$ cat src/rtl/syndrome_frame_ctrl.sv
// rtl/syndrome_frame_ctrl.sv - RS(544,522) codeword sequencer for the syndrome datapath
//
// Purpose: counts 17 beats per codeword and drives the valid/start/last
// strobes of the syndrome datapath. It captures the J syndromes into a
// one-deep result buffer, flags error-free frames, and stalls the upstream
// beat stream when that buffer cannot take another frame.
//
// Ports:
//   clk_i, rst_i                       clock, asynchronous active-high reset
//   in_valid_i/in_ready_o              upstream beat handshake
//   in_sof_i                           first beat of codeword (qualifies in_valid_i)
//   in_data_i                          M symbols of 10 bits, [M-1] highest order
//   syn_valid_o/start_o/last_o/data_o  datapath drive (combinational)
//   syn_s_valid_i, syn_s_i             datapath syndrome result
//   out_valid_o/out_ready_i            result handshake to the key-equation solver
//   out_s_o, out_zero_o, out_tag_o     held syndromes, all-zero flag, frame tag
//   err_sof_o, err_orphan_o            sticky framing / orphan-result errors
module syndrome_frame_ctrl #(
    parameter  int J     = 22,
    parameter  int M     = 32,
    parameter  int N     = 544,
    parameter  int TAG_W = 8,
    localparam int BEATS = N / M,
    localparam int CNT_W = $clog2(BEATS)
) (
    input  logic               clk_i,
    input  logic               rst_i,
    input  logic               in_valid_i,
    output logic               in_ready_o,
    input  logic               in_sof_i,
    input  logic [M*10-1:0]    in_data_i,
    output logic               syn_valid_o,
    output logic               syn_start_o,
    output logic               syn_last_o,
    output logic [M*10-1:0]    syn_data_o,
    input  logic               syn_s_valid_i,
    input  logic [J*10-1:0]    syn_s_i,
    output logic               out_valid_o,
    input  logic               out_ready_i,
    output logic [J*10-1:0]    out_s_o,
    output logic               out_zero_o,
    output logic [TAG_W-1:0]   out_tag_o,
    output logic               err_sof_o,
    output logic               err_orphan_o
);

    typedef enum logic {IDLE, RUN} state_t;

    state_t             state_q, state_d;
    logic [CNT_W-1:0]   beat_cnt_q, beat_cnt_d;
    logic               inflight_q, inflight_d;
    logic [TAG_W-1:0]   tag_q, tag_d;
    logic               out_valid_q, out_valid_d;
    logic [J*10-1:0]    out_s_q, out_s_d;
    logic               out_zero_q, out_zero_d;
    logic [TAG_W-1:0]   out_tag_q, out_tag_d;
    logic               err_sof_q, err_sof_d;
    logic               err_orphan_q, err_orphan_d;

    logic in_run, last_pos, stall, acc, drop, restart, capture, orphan;

    always_comb begin
        in_run   = (state_q == RUN);
        last_pos = (beat_cnt_q == CNT_W'(BEATS - 1));
        // Only the closing beat can be held back: it is the beat that would
        // produce a result while the buffer or the datapath is still occupied.
        stall      = last_pos & (inflight_q | (out_valid_q & ~out_ready_i));
        in_ready_o = ~rst_i & ~stall;
        acc        = in_valid_i & in_ready_o;
        drop       = acc & ~in_run & ~in_sof_i;
        restart    = acc & in_run & in_sof_i;

        syn_valid_o = acc & ~drop;
        syn_data_o  = in_data_i;
        // A mid-frame sof restarts the datapath accumulators on this beat.
        syn_start_o = syn_valid_o & ((beat_cnt_q == '0) | in_sof_i);
        syn_last_o  = syn_valid_o & in_run & last_pos & ~in_sof_i;

        capture = syn_s_valid_i;
        // A zero-latency datapath reports on the last beat itself, before
        // inflight has been set, so that case is not an orphan.
        orphan  = capture & ((~inflight_q & ~syn_last_o) | (out_valid_q & ~out_ready_i));

        state_d    = state_q;
        beat_cnt_d = beat_cnt_q;
        if (acc) begin
            if (in_sof_i) begin
                beat_cnt_d = CNT_W'(1);
                state_d    = RUN;
            end else if (in_run) begin
                if (last_pos) begin
                    beat_cnt_d = '0;
                    state_d    = IDLE;
                end else begin
                    beat_cnt_d = beat_cnt_q + CNT_W'(1);
                end
            end
        end

        // Clear wins over set when capture coincides with the last beat.
        inflight_d = capture ? 1'b0 : (syn_last_o ? 1'b1 : inflight_q);

        out_valid_d = capture | (out_valid_q & ~out_ready_i);
        out_s_d     = out_s_q;
        out_zero_d  = out_zero_q;
        out_tag_d   = out_tag_q;
        tag_d       = tag_q;
        if (capture) begin
            out_s_d    = syn_s_i;
            out_zero_d = (syn_s_i == '0);
            out_tag_d  = tag_q;
            tag_d      = tag_q + TAG_W'(1);
        end

        err_sof_d    = err_sof_q | drop | restart;
        err_orphan_d = err_orphan_q | orphan;
    end

    always_ff @(posedge clk_i or posedge rst_i) begin
        if (rst_i) begin
            state_q      <= IDLE;
            beat_cnt_q   <= '0;
            inflight_q   <= 1'b0;
            tag_q        <= '0;
            out_valid_q  <= 1'b0;
            out_s_q      <= '0;
            out_zero_q   <= 1'b0;
            out_tag_q    <= '0;
            err_sof_q    <= 1'b0;
            err_orphan_q <= 1'b0;
        end else begin
            state_q      <= state_d;
            beat_cnt_q   <= beat_cnt_d;
            inflight_q   <= inflight_d;
            tag_q        <= tag_d;
            out_valid_q  <= out_valid_d;
            out_s_q      <= out_s_d;
            out_zero_q   <= out_zero_d;
            out_tag_q    <= out_tag_d;
            err_sof_q    <= err_sof_d;
            err_orphan_q <= err_orphan_d;
        end
    end

    assign out_valid_o  = out_valid_q;
    assign out_s_o      = out_s_q;
    assign out_zero_o   = out_zero_q;
    assign out_tag_o    = out_tag_q;
    assign err_sof_o    = err_sof_q;
    assign err_orphan_o = err_orphan_q;

endmodule

$ cat config.mk
export PLATFORM = sky130hd
export DESIGN_NAME = syndrome_frame_ctrl
export DESIGN_NICKNAME = d
export VERILOG_FILES = /design/src/rtl/syndrome_frame_ctrl.sv
export SDC_FILE = /design/constraint.sdc
export NUM_CORES = 1
export LEC_CHECK = 0
export BUFFER_PORTS_ARGS = -buffer_cell sky130_fd_sc_hd__buf_2
export CAP_MARGIN = 5
export CORE_AREA = 2 2 426 428
export CTS_BUF_LIST = sky130_fd_sc_hd__clkbuf_2 sky130_fd_sc_hd__clkbuf_4 sky130_fd_sc_hd__clkbuf_8
export DETAILED_ROUTE_END_ITERATION = 6
export DIE_AREA = 0 0 428 430
export HOLD_SLACK_MARGIN = 0.08
export PLACE_DENSITY = 0.3
export SYNTH_ARGS = -nofsm -noshare
export SYNTH_HDL_FRONTEND = slang
export SYNTH_SLANG_ARGS = --single-unit
$ cat constraint.sdc
create_clock -name clk_i -period 8.83 [get_ports clk_i]
set_input_delay 0 -clock clk_i [delete_from_list [all_inputs] [get_ports clk_i]]
set_output_delay 0 -clock clk_i [all_outputs]
set_load 0.02 [all_outputs]
==> results of run 1 <==
synth_stat cells:
master       n
nor2_1       6
nand3b_1     1
nor3_1       1
nor4_1      56
mux2_2     229
nand4bb_4    1
and2_1       1
nor4b_1      1
a311oi_1     1
xnor2_1      4
nand2b_1     1
or2_2        1
ha_1         3
and4bb_2     1
inv_1        6
buf_2       27
and3_1       1
clkbuf_2     1
dfrtp_1    247
nand2_1      6
o31ai_1      3
and2b_1      1
o21ai_2      1
a21oi_1      1
a31oi_1      1
xor2_1       4
nor2_2       1
nand4bb_1    1
nor3b_1      1
o21ai_1      3
nor4_4       1
o211ai_4     1
o21ai_0      6
buf_4      320
nand4_1     18
nor2b_1      1
nand3_1      6
o21bai_1     1
kinds of logic after synthesis:
group,count (synthesis)
buffers and inverters,354
flip-flops,247
multiplexers,229
AND/OR/NAND/NOR,107
AO/OA/AOI/OAI,18
XOR/XNOR,8
adder cells (fa/ha/maj),3
metrics by stage:
stage,cells,instance area (um2)
3_3_place_gp,3459,15100
3_5_place_dp,3459,15100
2_1_floorplan,966,12200
==> flow_summary_export.csv, run 1 <==
group,metric,value,unit
synthesis,muxShareOfSynthArea,21.1,%
synthesis,synth_cell_type_count,38,
placement,dp.final_hpwl,62900,um
clock_network,cts_buffers,49,
clock_network,hold_buffers,710,
synthesis,synth_top_family_by_area,"multiplexers",
floorplanning,die_y,430,um
synthesis,synth_compound_gate_area_share,1.02,%
outcome,error_line,"[ERROR RSZ-0060] Max buffer count reached.",
clock_network,cts_buffer_depth,3,
clock_network,clock-sinks,247,
synthesis,yosys_warnings,0,
synthesis,synth_top_area_share,50.5,%
synthesis,yosys.area.top_type,"dfrtp_1",
placement,post-place-ws,5.73,ns
clock_network,clock-root-buffer,"clkbuf_8",
synthesis,yosysSeqAreaShare,50.5,%
synthesis,synth_nets,1515,
placement,gp_congestion,0.751,
outcome,status,"stopped before the end",
synthesis,synth_area_leaders,"dfrtp_1 50%, mux2_2 21%, buf_4 20%, nor4_1 2.9%, buf_2 1.1%",
clock_network,cts_resized,0,
synthesis,synthXorXnorAreaFrac,0.572,%
synthesis,synth_fa_ha_area_share,0.307,%
synthesis,ys_ff_latch,247,
synthesis,netlist_area,12200,um2
floorplanning,num_rows,156,
synthesis,synthCells,966,
synthesis,synth-simple-area-share,5.59,%
placement,place.port_buffers,461,
synthesis,syn_area_per_cell,12.7,um2
clock_network,ctsHtreeMaxLevel,2,
clock_network,postCtsSetupRepairBufs,0,
floorplanning,ios,1102,
floorplanning,start_util,6.81,%
floorplanning,dieWidth,428,um
outcome,lastStage,"clock tree synthesis",
==> inputs of run 2 (changes only) <==
==> config.mk (replaced) <==
export PLATFORM = sky130hd
export DESIGN_NAME = syndrome_frame_ctrl
export DESIGN_NICKNAME = d
export VERILOG_FILES = /design/src/rtl/syndrome_frame_ctrl.sv
export SDC_FILE = /design/constraint.sdc
export NUM_CORES = 1
export LEC_CHECK = 0
export BUFFER_PORTS_ARGS = -buffer_cell sky130_fd_sc_hd__buf_2
export CAP_MARGIN = 5
export CORE_AREA = 2 2 425 427
export DETAILED_ROUTE_END_ITERATION = 6
export DIE_AREA = 0 0 427 429
export PLACE_DENSITY_LB_ADDON = 0.15
export SYNTH_ARGS = -nofsm -noshare
export SYNTH_HDL_FRONTEND = slang
export SYNTH_SLANG_ARGS = --single-unit
==> run 2 against run 1 <==
Synthesized cell count stayed put. Synthesized area unchanged. The run now ends clean.
==> flow_summary_export.csv, run 2 <==
group,metric,value,unit
outcome,status,"finished clean",
critical_path,required,8.83,ns
critical_path,cp_cell_sequence,"inv_1 > ha_1 > and4bb_2 > o21ai_2 > nand2_1 > a21oi_1 > buf_2",
critical_path,worst_setup_path_end_kind,"primary output",
timing,setup_viol,0,
pwr,powerDensity,185,nW/um2
critical_path,path_max_fanout,5,
synthesis,yosys-top-cells-count,"320 x buf_4, 247 x dfrtp_1, 229 x mux2_2",
grt,antenna_found_initial,2,
timing,min_period,2.59,ns
critical_path,startpoint_type,"register",
final_layout,final_common_cell,"buf_2",
placement,place.port_buffers,461,
synthesis,synth_area_leaders,"dfrtp_1 50%, mux2_2 21%, buf_4 20%, nor4_1 2.9%, buf_2 1.1%",
final_layout,most-common-layout-cells,"460 x buf_2, 282 x dlygate4sd3_1, 247 x dfrtp_1",
floorplanning,dieWidth,427,um
floorplanning,die_y,429,um
pwr,p_leak,7.64,nW
route,dr.first_iter.drc_count,238,
clock_network,cts_buffers,36,
clock_network,clock-sinks,247,
critical_path,worstPathArrival,2.59,ns
grt,grt_pass1_vias,10500,
final_layout,n_fill_cell,20600,
final_layout,final_nets,1959,
synthesis,synth_cell_type_count,38,
synthesis,yosysMostFrequentCell,"buf_4",
grt,grt_overflow_total,0,
timing,tightestPinTransition,1.06,ns
route,drt_wl_total,74600,um
placement,gp_congestion,0.764,
floorplanning,coreArea,178000,um2
synthesis,synthCells,966,
floorplanning,num_rows,155,
synthesis,synth_nets,1515,
grt,grt_pass1_wl,97400,um
timing,hold_viol,0,
grt,grt_max_degree,123,
pwr,ir_drop,0.119,mV
clock_network,cts_buffer_depth,3,
clock_network,ctsHtreeMaxLevel,2,
critical_path,critPathMaxStageDelay,0.45,ns
synthesis,yosys.area.top_type,"dfrtp_1",
timing,period_share,29.4,%
synthesis,synth_edf_count,0,
route,dr_total_vias,9278,
min_path,min_path_type,"primary input to primary output",
final_layout,ff_latch_area,6180,um2
synthesis,netlist_area,12200,um2
clock_network,cts_tree,"yes",
clock_network,clk_latency,0.57,ns
floorplanning,ios,1102,
final_layout,largest_reg_flops,220,
grt,grt.total_usage,7.77,%
timing,max_freq,386,MHz
timing,finalClockSkew,0.00462,ns
final_layout,drive_gt1_share,53.4,%
clock_network,cts_resized,0,
critical_path,cp_slowest_cell,"a21oi_1",
clock_network,clock-root-buffer,"clkbuf_16",
synthesis,syn_area_per_cell,12.7,um2
floorplanning,start_util,6.88,%
final_layout,area_growth,55.8,%
job,max_cap_violations,0,
route,detail_route.wl_per_cell,19.6,um
timing,drv_slew,0,
clock_network,clk_pin_slew,0.06,ns
clock_network,postCtsSetupRepairBufs,0,
synthesis,ys_ff_latch,247,
timing,rsz0062_at_grt,"false",
synthesis,yosys_warnings,0,
route,drc,0,
timing,relSlewSlack,29.6,%
synthesis,yosysSeqAreaShare,50.5,%
placement,dp.final_hpwl,62400,um
timing,setup_tns,0,ns
synthesis,synth_top_area_share,50.5,%
floorplanning,die_area,183000,um2
synthesis,ys_async_sr_fraction,100,%
pwr,power.total,3.53,mW
route,antenna_left,0,
final_layout,multiInputGateArea,3540,um2
synthesis,synth-main-ff-cell,"dfrtp_1",
critical_path,crit_type,"register to primary output",
route,firstDrtPassIters,4,
route,via_per_inst,2.44,
-- run 2: layout make-up --
type                    count  share of cell area (%)
well taps                2355                    15.4
flip-flops and latches    247                    32.4
multi-input cells         365                    18.6
diodes                      3                  0.0394
clock buffers              54                    5.39
inverters                   6                   0.157
clock inverters            11                   0.551
repair buffers            754                    27.4
-- run 2: cell families (layout without fill, tap and decap cells) --
kind of cell	after synthesis	count (layout)	synth area share, %
buffers and inverters	354	825	21.0
AOI/OAI and AO/OA	18	18	1.02
xor gates and xnor gates	8	8	0.572
muxes	229	229	21.1
and+or+nand+nor	107	107	5.59
adders and majority gates	3	3	0.307
DFF	247	247	50.5
other	0	3	0
-- run 2: per-stage QoR --
step	util (%)	hold slack (ns)	setup slack, ns	cells	cell area (um2)
detailed placement	8.49	0.000137	5.82	3445	15100
global route	10.7	0.0000550	6.00	3794	19100
finish	10.7	0.00000561	6.24	3795	19100
CTS	10.7	0.000137	5.88	3792	19100
global placement	8.49	0.000137	5.86	3445	15100
floorplan	-	0.113	2.03	966	12200
-- run 2: per-layer routing --
layer  track usage [%]  vias to the layer above  part of all wire (%)
met5            0.0265                        -                     0
met4              3.62                        0                   4.7
met3              6.08                      206                    18
met2              14.2                      625                    52
met1              5.78                     4516                    25
li1                  -                     3931                     -
-- run 2: final timing paths --
path,start,endpoint,slack (ns),cells past startpoint
setup / recovery,beat_cnt_q[0],syn_start_o,6.24,7
hold / removal,in_data_i[128],syn_data_o[128],0.000006,0
setup reg to reg,beat_cnt_q[0],beat_cnt_q[2],6.62,8
hold reg to reg,tag_q[7],tag_q[7],0.47,1
max in group asynchronous,rst_i,out_s_o[98],7.48,4
min in group asynchronous,rst_i,out_s_o[212],0.08,3
-- run 2: repair_timing --
item	4_1_cts	5_1_grt
endpoints found under the hold margin	302	0
hold buffers	282	0
endpoints found under the setup margin	0	0
-- run 2: worst max-delay path, delay by kind of cell, from the launching register on --
family	cells	cell delay [ns]
AO/OA/AOI/OAI	2	0.57
AND/OR/NAND/NOR	2	0.44
flip-flops	1	0.38
buffers and inverters	2	0.36
adder cells (fa/ha/maj)	1	0.26
-- run 2: report_power, final --
part	internal [mW]	leakage [nW]	switching [mW]
Clock	0.839	0.555	0.587
Sequential	1.27	2.90	0.0879
Combinational	0.344	4.18	0.402
Total	2.45	7.64	1.08
Power figures use the tool's default switching activity.
